===== config.mk =====
export PLATFORM = sky130hd
export DESIGN_NAME = tt_um_seven_segment_reader
export DESIGN_NICKNAME = d
export VERILOG_FILES = /design/src/rtl/tt_um_seven_segment_reader.sv
export SDC_FILE = /design/constraint.sdc
export NUM_CORES = 1
export LEC_CHECK = 0
export ABC_AREA = 1
export ABC_CLOCK_PERIOD_IN_PS = 2500
export CAP_MARGIN = 20
export CORE_ASPECT_RATIO = 1.75
export CORE_MARGIN = 3
export CORE_UTILIZATION = 24
export DETAILED_ROUTE_END_ITERATION = 10
export PLACE_DENSITY = 0.45
export SYNTH_ARGS = -nofsm -noshare
export SYNTH_HDL_FRONTEND = slang
export SYNTH_SLANG_ARGS = --single-unit

===== constraint.sdc =====
create_clock -name clk -period 2.5 [get_ports clk]
set_clock_uncertainty 0.1 [all_clocks]
set_input_delay 0.5 -clock clk [delete_from_list [all_inputs] [get_ports clk]]
set_output_delay 0.5 -clock clk [all_outputs]
set_load 0.1 [all_outputs]

===== src/rtl/tt_um_seven_segment_reader.sv =====
// Seven-segment pattern reader: debounces a segment bus and decodes it to a digit,
// with validity, sticky error, change pulse, blank flag and an accepted-change counter.
module tt_um_seven_segment_reader #(
  parameter int unsigned STABLE_CYCLES = 16
) (
  input  logic       clk,
  input  logic       rst_n,
  input  logic       ena,
  input  logic [7:0] ui_in,
  output logic [7:0] uo_out,
  input  logic [7:0] uio_in,
  output logic [7:0] uio_out,
  output logic [7:0] uio_oe
);

  typedef enum logic [1:0] {IDLE, SETTLE, LOCKED} state_t;
  typedef enum logic [1:0] {KIND_DIGIT, KIND_BLANK, KIND_BAD} kind_t;

  localparam logic [15:0] CNT_LAST = 16'(STABLE_CYCLES - 1);

  state_t      state, state_nxt;
  logic [7:0]  sync1, sync2;
  logic [1:0]  prime;
  logic [6:0]  pattern;
  logic [6:0]  cand, cand_nxt;
  logic [15:0] cnt, cnt_nxt;
  logic        accept;
  logic [3:0]  dec_val;
  kind_t       dec_kind;

  logic [3:0]  digit;
  logic        valid, error, chg, blank;
  logic [7:0]  count;

  logic unused_inputs;
  assign unused_inputs = &{1'b0, ena, uio_in};

  // prime marks when sync2 holds a real sample, so IDLE never settles on reset zeros
  always_ff @(posedge clk or negedge rst_n) begin
    if (!rst_n) begin
      sync1 <= '0;
      sync2 <= '0;
      prime <= '0;
    end else begin
      sync1 <= ui_in;
      sync2 <= sync1;
      prime <= {prime[0], 1'b1};
    end
  end

  assign pattern = sync2[7] ? ~sync2[6:0] : sync2[6:0];

  always_comb begin
    dec_val  = 4'd0;
    dec_kind = KIND_DIGIT;
    case (pattern)
      7'b0111111: dec_val = 4'd0;
      7'b0000110: dec_val = 4'd1;
      7'b1011011: dec_val = 4'd2;
      7'b1001111: dec_val = 4'd3;
      7'b1100110: dec_val = 4'd4;
      7'b1101101: dec_val = 4'd5;
      7'b1111100: dec_val = 4'd6;
      7'b0000111: dec_val = 4'd7;
      7'b1111111: dec_val = 4'd8;
      7'b1100111: dec_val = 4'd9;
      7'b0000000: dec_kind = KIND_BLANK;
      default:    dec_kind = KIND_BAD;
    endcase
  end

  always_ff @(posedge clk or negedge rst_n) begin
    if (!rst_n) begin
      state <= IDLE;
      cand  <= '0;
      cnt   <= '0;
    end else begin
      state <= state_nxt;
      cand  <= cand_nxt;
      cnt   <= cnt_nxt;
    end
  end

  always_comb begin
    state_nxt = state;
    cand_nxt  = cand;
    cnt_nxt   = cnt;
    accept    = 1'b0;
    if (state == IDLE) begin
      if (prime[1]) begin
        cand_nxt  = pattern;
        cnt_nxt   = '0;
        state_nxt = SETTLE;
      end
    end else if (pattern != cand) begin
      cand_nxt  = pattern;
      cnt_nxt   = '0;
      state_nxt = SETTLE;
    end else if (state == SETTLE) begin
      // the loading sample is not counted; the STABLE_CYCLES-th match accepts
      if (cnt == CNT_LAST) begin
        accept    = 1'b1;
        cnt_nxt   = '0;
        state_nxt = LOCKED;
      end else begin
        cnt_nxt = cnt + 16'd1;
      end
    end
  end

  always_ff @(posedge clk or negedge rst_n) begin
    if (!rst_n) begin
      digit <= '0;
      valid <= 1'b0;
      error <= 1'b0;
      chg   <= 1'b0;
      blank <= 1'b0;
      count <= '0;
    end else begin
      chg <= 1'b0;
      if (accept) begin
        case (dec_kind)
          KIND_DIGIT: begin
            digit <= dec_val;
            valid <= 1'b1;
            blank <= 1'b0;
            if (!valid || digit != dec_val) begin
              chg   <= 1'b1;
              count <= count + 8'd1;
            end
          end
          KIND_BLANK: begin
            valid <= 1'b0;
            blank <= 1'b1;
          end
          default: begin
            error <= 1'b1;
            valid <= 1'b0;
            blank <= 1'b0;
          end
        endcase
      end
    end
  end

  assign uo_out  = {blank, chg, error, valid, digit};
  assign uio_out = count;
  assign uio_oe  = 8'hFF;

endmodule

==> flow_metrics.py <==
metrics = {
    "run_status": {
        "status": "complete, no violations",
    },
    "worst_setup_path": {
        "cp-end-kind": "flop",
        "startpoint_type": "flop",
        "rrSetupSlack_ps": 190,
        "worstReg2RegStart": "cnt[0]",
        "critical_path_class": "flop to flop",
        "worst_r2r_endpoint": "uio_out[3]",
        "critPathRequiredTime_ps": 2620,
        "worstPathArrival_ps": 2430,
        "worstRegToRegCells": 11,
        "critPathMaxFanout": 6,
    },
    "final_layout": {
        "utilization": 0.301,
        "fill_cells": 1446,
        "diodes": 0,
        "multi_input_area_mm2": 0.00158,
        "regArea_mm2": 0.00148,
        "nets": 487,
        "area_delta_synth_final_pct": 22.3,
        "drive_above_1_share": 0.191,
    },
    "flow_run": {
        "drv_cap": 0,
    },
    "timing": {
        "fmax_mhz": 433,
        "drv_slew": 0,
        "hold_viol": 0,
        "rsz0062_at_grt": "no",
        "min_period_over_period": 0.924,
        "relSlewSlack": 0.602,
        "tns_ps": 0,
        "fin_crit_ps": 2310,
        "worst_pin_slew_ps": 598,
        "finalSetupViolCount": 0,
    },
    "clock_tree": {
        "cts_tree": "done",
        "clock_path_buffers": 2,
        "path_clk_slew_ps": 60,
        "root_buffer": "clkbuf_16",
        "clkSinkCount": 59,
        "cts_buffers": 9,
        "htree_num_levels": 3,
        "clock_latency_ps": 330,
    },
    "grt": {
        "gr-usage-all-layers": 0.106,
        "grt.overflow.total": 0,
        "grt_pass1_wl_um": 12700,
        "antenna_found_initial": 0,
        "grt_pass1_vias": 2721,
        "grt_max_degree": 26,
    },
    "routing": {
        "routed_via_density": 4.32,
        "dr.pass1.iters": 4,
        "ant_nets": 0,
        "drt_iter0_drc": 138,
        "vias": 2785,
        "drcViolationCount": 0,
        "finalWirelength_um": 7590,
        "wl_per_cell_um": 11.8,
    },
    "logic_synthesis": {
        "yosys_warnings": 0,
        "synthTopCellsByArea": "dfrtp_1, nand2_1, inv_1, nor2_1, xor2_1",
        "yosys.cell_types.count": 34,
        "postSynthAreaPerCell_um2": 7.84,
        "synth-seq-cells": 59,
        "synth_edf_count": 0,
        "syn-instance-count": 425,
        "ys_seq_area_frac": 0.443,
        "yosysMostFrequentCell": "nand2_1",
        "syn_area_mm2": 0.00333,
        "synth_ff_type": "dfrtp_1",
        "synth_top_area_frac": 0.443,
        "synth_commonest_cells": "nand2_1, dfrtp_1, inv_1, nor2_1",
        "yosysTopAreaCell": "dfrtp_1",
        "ys_async_sr_fraction": 1.00,
    },
    "power_and_ir_drop": {
        "powerDensity_mw_per_mm2": 594,
        "ir_drop_v": 0.000264,
        "leakage_nw": 1.92,
    },
    "die": {
        "dieArea_mm2": 0.0154,
        "row_count": 56,
        "fp.coreArea_mm2": 0.0135,
        "initial_core_util": 0.246,
        "die_w_um": 95.1,
        "ios": 43,
        "die_h_um": 162,
    },
    "placement": {
        "portBuffers": 25,
        "dp_hpwl_um": 5960,
        "place.gp.congestion": 0.846,
    },
    "min_path": {
        "hold_path_class": "input pin to asynchronous set/reset pin",
    },
}
cells by family after synthesis:
kind of cell	after synthesis	synth area share
buffers and inverters	68	0.0995
adders and majority gates	2	0.00751
other	1	0.00113
xor gates and xnor gates	16	0.0443
DFF	59	0.443
and+or+nand+nor	243	0.348
AOI/OAI and AO/OA	36	0.0560
placed cells by master, fill, tap and decap left out:
| cell | count |
|---|---|
| xor2_2 | 1 |
| nor3_1 | 17 |
| o21bai_1 | 1 |
| nor4_1 | 5 |
| inv_2 | 4 |
| inv_4 | 2 |
| ha_1 | 2 |
| nand4_1 | 16 |
| nand2_4 | 2 |
| nor3b_1 | 1 |
| a31oi_1 | 1 |
| nand4_2 | 1 |
| nor2_8 | 1 |
| nand2_1 | 121 |
| nand3_2 | 5 |
| o21ai_0 | 11 |
| conb_1 | 9 |
| dfrtp_1 | 59 |
| o21ai_1 | 18 |
| inv_6 | 3 |
| nor3b_2 | 2 |
| xnor2_1 | 2 |
| nor2_2 | 5 |
| buf_2 | 1 |
| clkdlybuf4s50_1 | 8 |
| clkbuf_16 | 9 |
| nor2_1 | 31 |
| nor2_4 | 4 |
| nand2_2 | 13 |
| inv_8 | 1 |
| xor2_1 | 13 |
| buf_6 | 1 |
| or2_2 | 1 |
| a21oi_1 | 4 |
| o21a_1 | 1 |
| nor4_2 | 1 |
| clkinvlp_4 | 3 |
| buf_4 | 30 |
| inv_1 | 44 |
| nand3_1 | 17 |
flip-flops by register name, summed over array words and instances, names as in the netlist:
register	count
prime	2
cand	7
chg	1
digit	4
cnt	16
error	1
sync1	8
uio_out	8
sync2	8
valid	1
state	2
blank	1
critical path, stage by stage, from the launching register on:
cell and delay (ps):
dfrtp_1 420, ha_1 230, nand2_1 90, nor2_1 230
nand4_1 140, nor4_2 230, buf_4 170, nand4_2 160
nor2_4 210, nand3_2 100, nand2_1 70, nand2_1 40
power breakdown:
group	internal (mW)	total [mW]	switching, mW
combinational	0.0643	0.241	0.177
clock	0.687	1.18	0.488
sequential	0.987	1.00	0.0173
routing by layer:
layer  vias up  share of wire  GRT usage  routed length, µm
met4         0          0.023     0.0466                176
li1       1423              -          -                  -
met2        51           0.56      0.199               4220
met5         -              0          0                  0
met3        11          0.033     0.0241                247
met1      1300           0.39      0.109               2950
area by class of cell:
class                           count  area share
Sequential cell                    59       0.363
Clock inverter                      7      0.0147
Inverter                           50      0.0473
Tap cell                          174      0.0535
Clock buffer                        9      0.0553
Timing Repair Buffer               40      0.0790
Multi-Input combinational cell    306       0.388
stage by stage:
stage / instances / hold WS (ps) / area (µm²) / power (mW) / setup slack (ps)
after global placement: 627 / 234 / 3740 / 1.26 / 31.9
after global routing: 645 / 115 / 4070 / 2.53 / 18.1
final: 645 / 80.1 / 4070 / 2.42 / 189
after CTS: 643 / 92.8 / 4030 / 2.46 / 56.4
after detailed placement: 627 / 235 / 3740 / 1.26 / 23.2
after floorplan: 433 / 104 / 3360 / 1.20 / 479
worst max path at each step:
stage	start	end	slack [ps]	cells after the start
after floorplan	uio_out[1]	uio_out[7]	480	6
after global placement	cnt[0]	uio_out[2]	30	11
after detailed placement	cnt[0]	uio_out[3]	20	11
after CTS	cnt[0]	uio_out[3]	60	11
after global routing	sync2[7]	cnt[11]	20	13
final	cnt[0]	uio_out[3]	190	11
repair_timing:
item,in CTS,in global routing
resized for setup,1,7
setup endpoints to repair,3,19
hold buffers,0,0
pin swaps,0,2
buffers inserted,0,2
(Power assumes the default switching activity.)
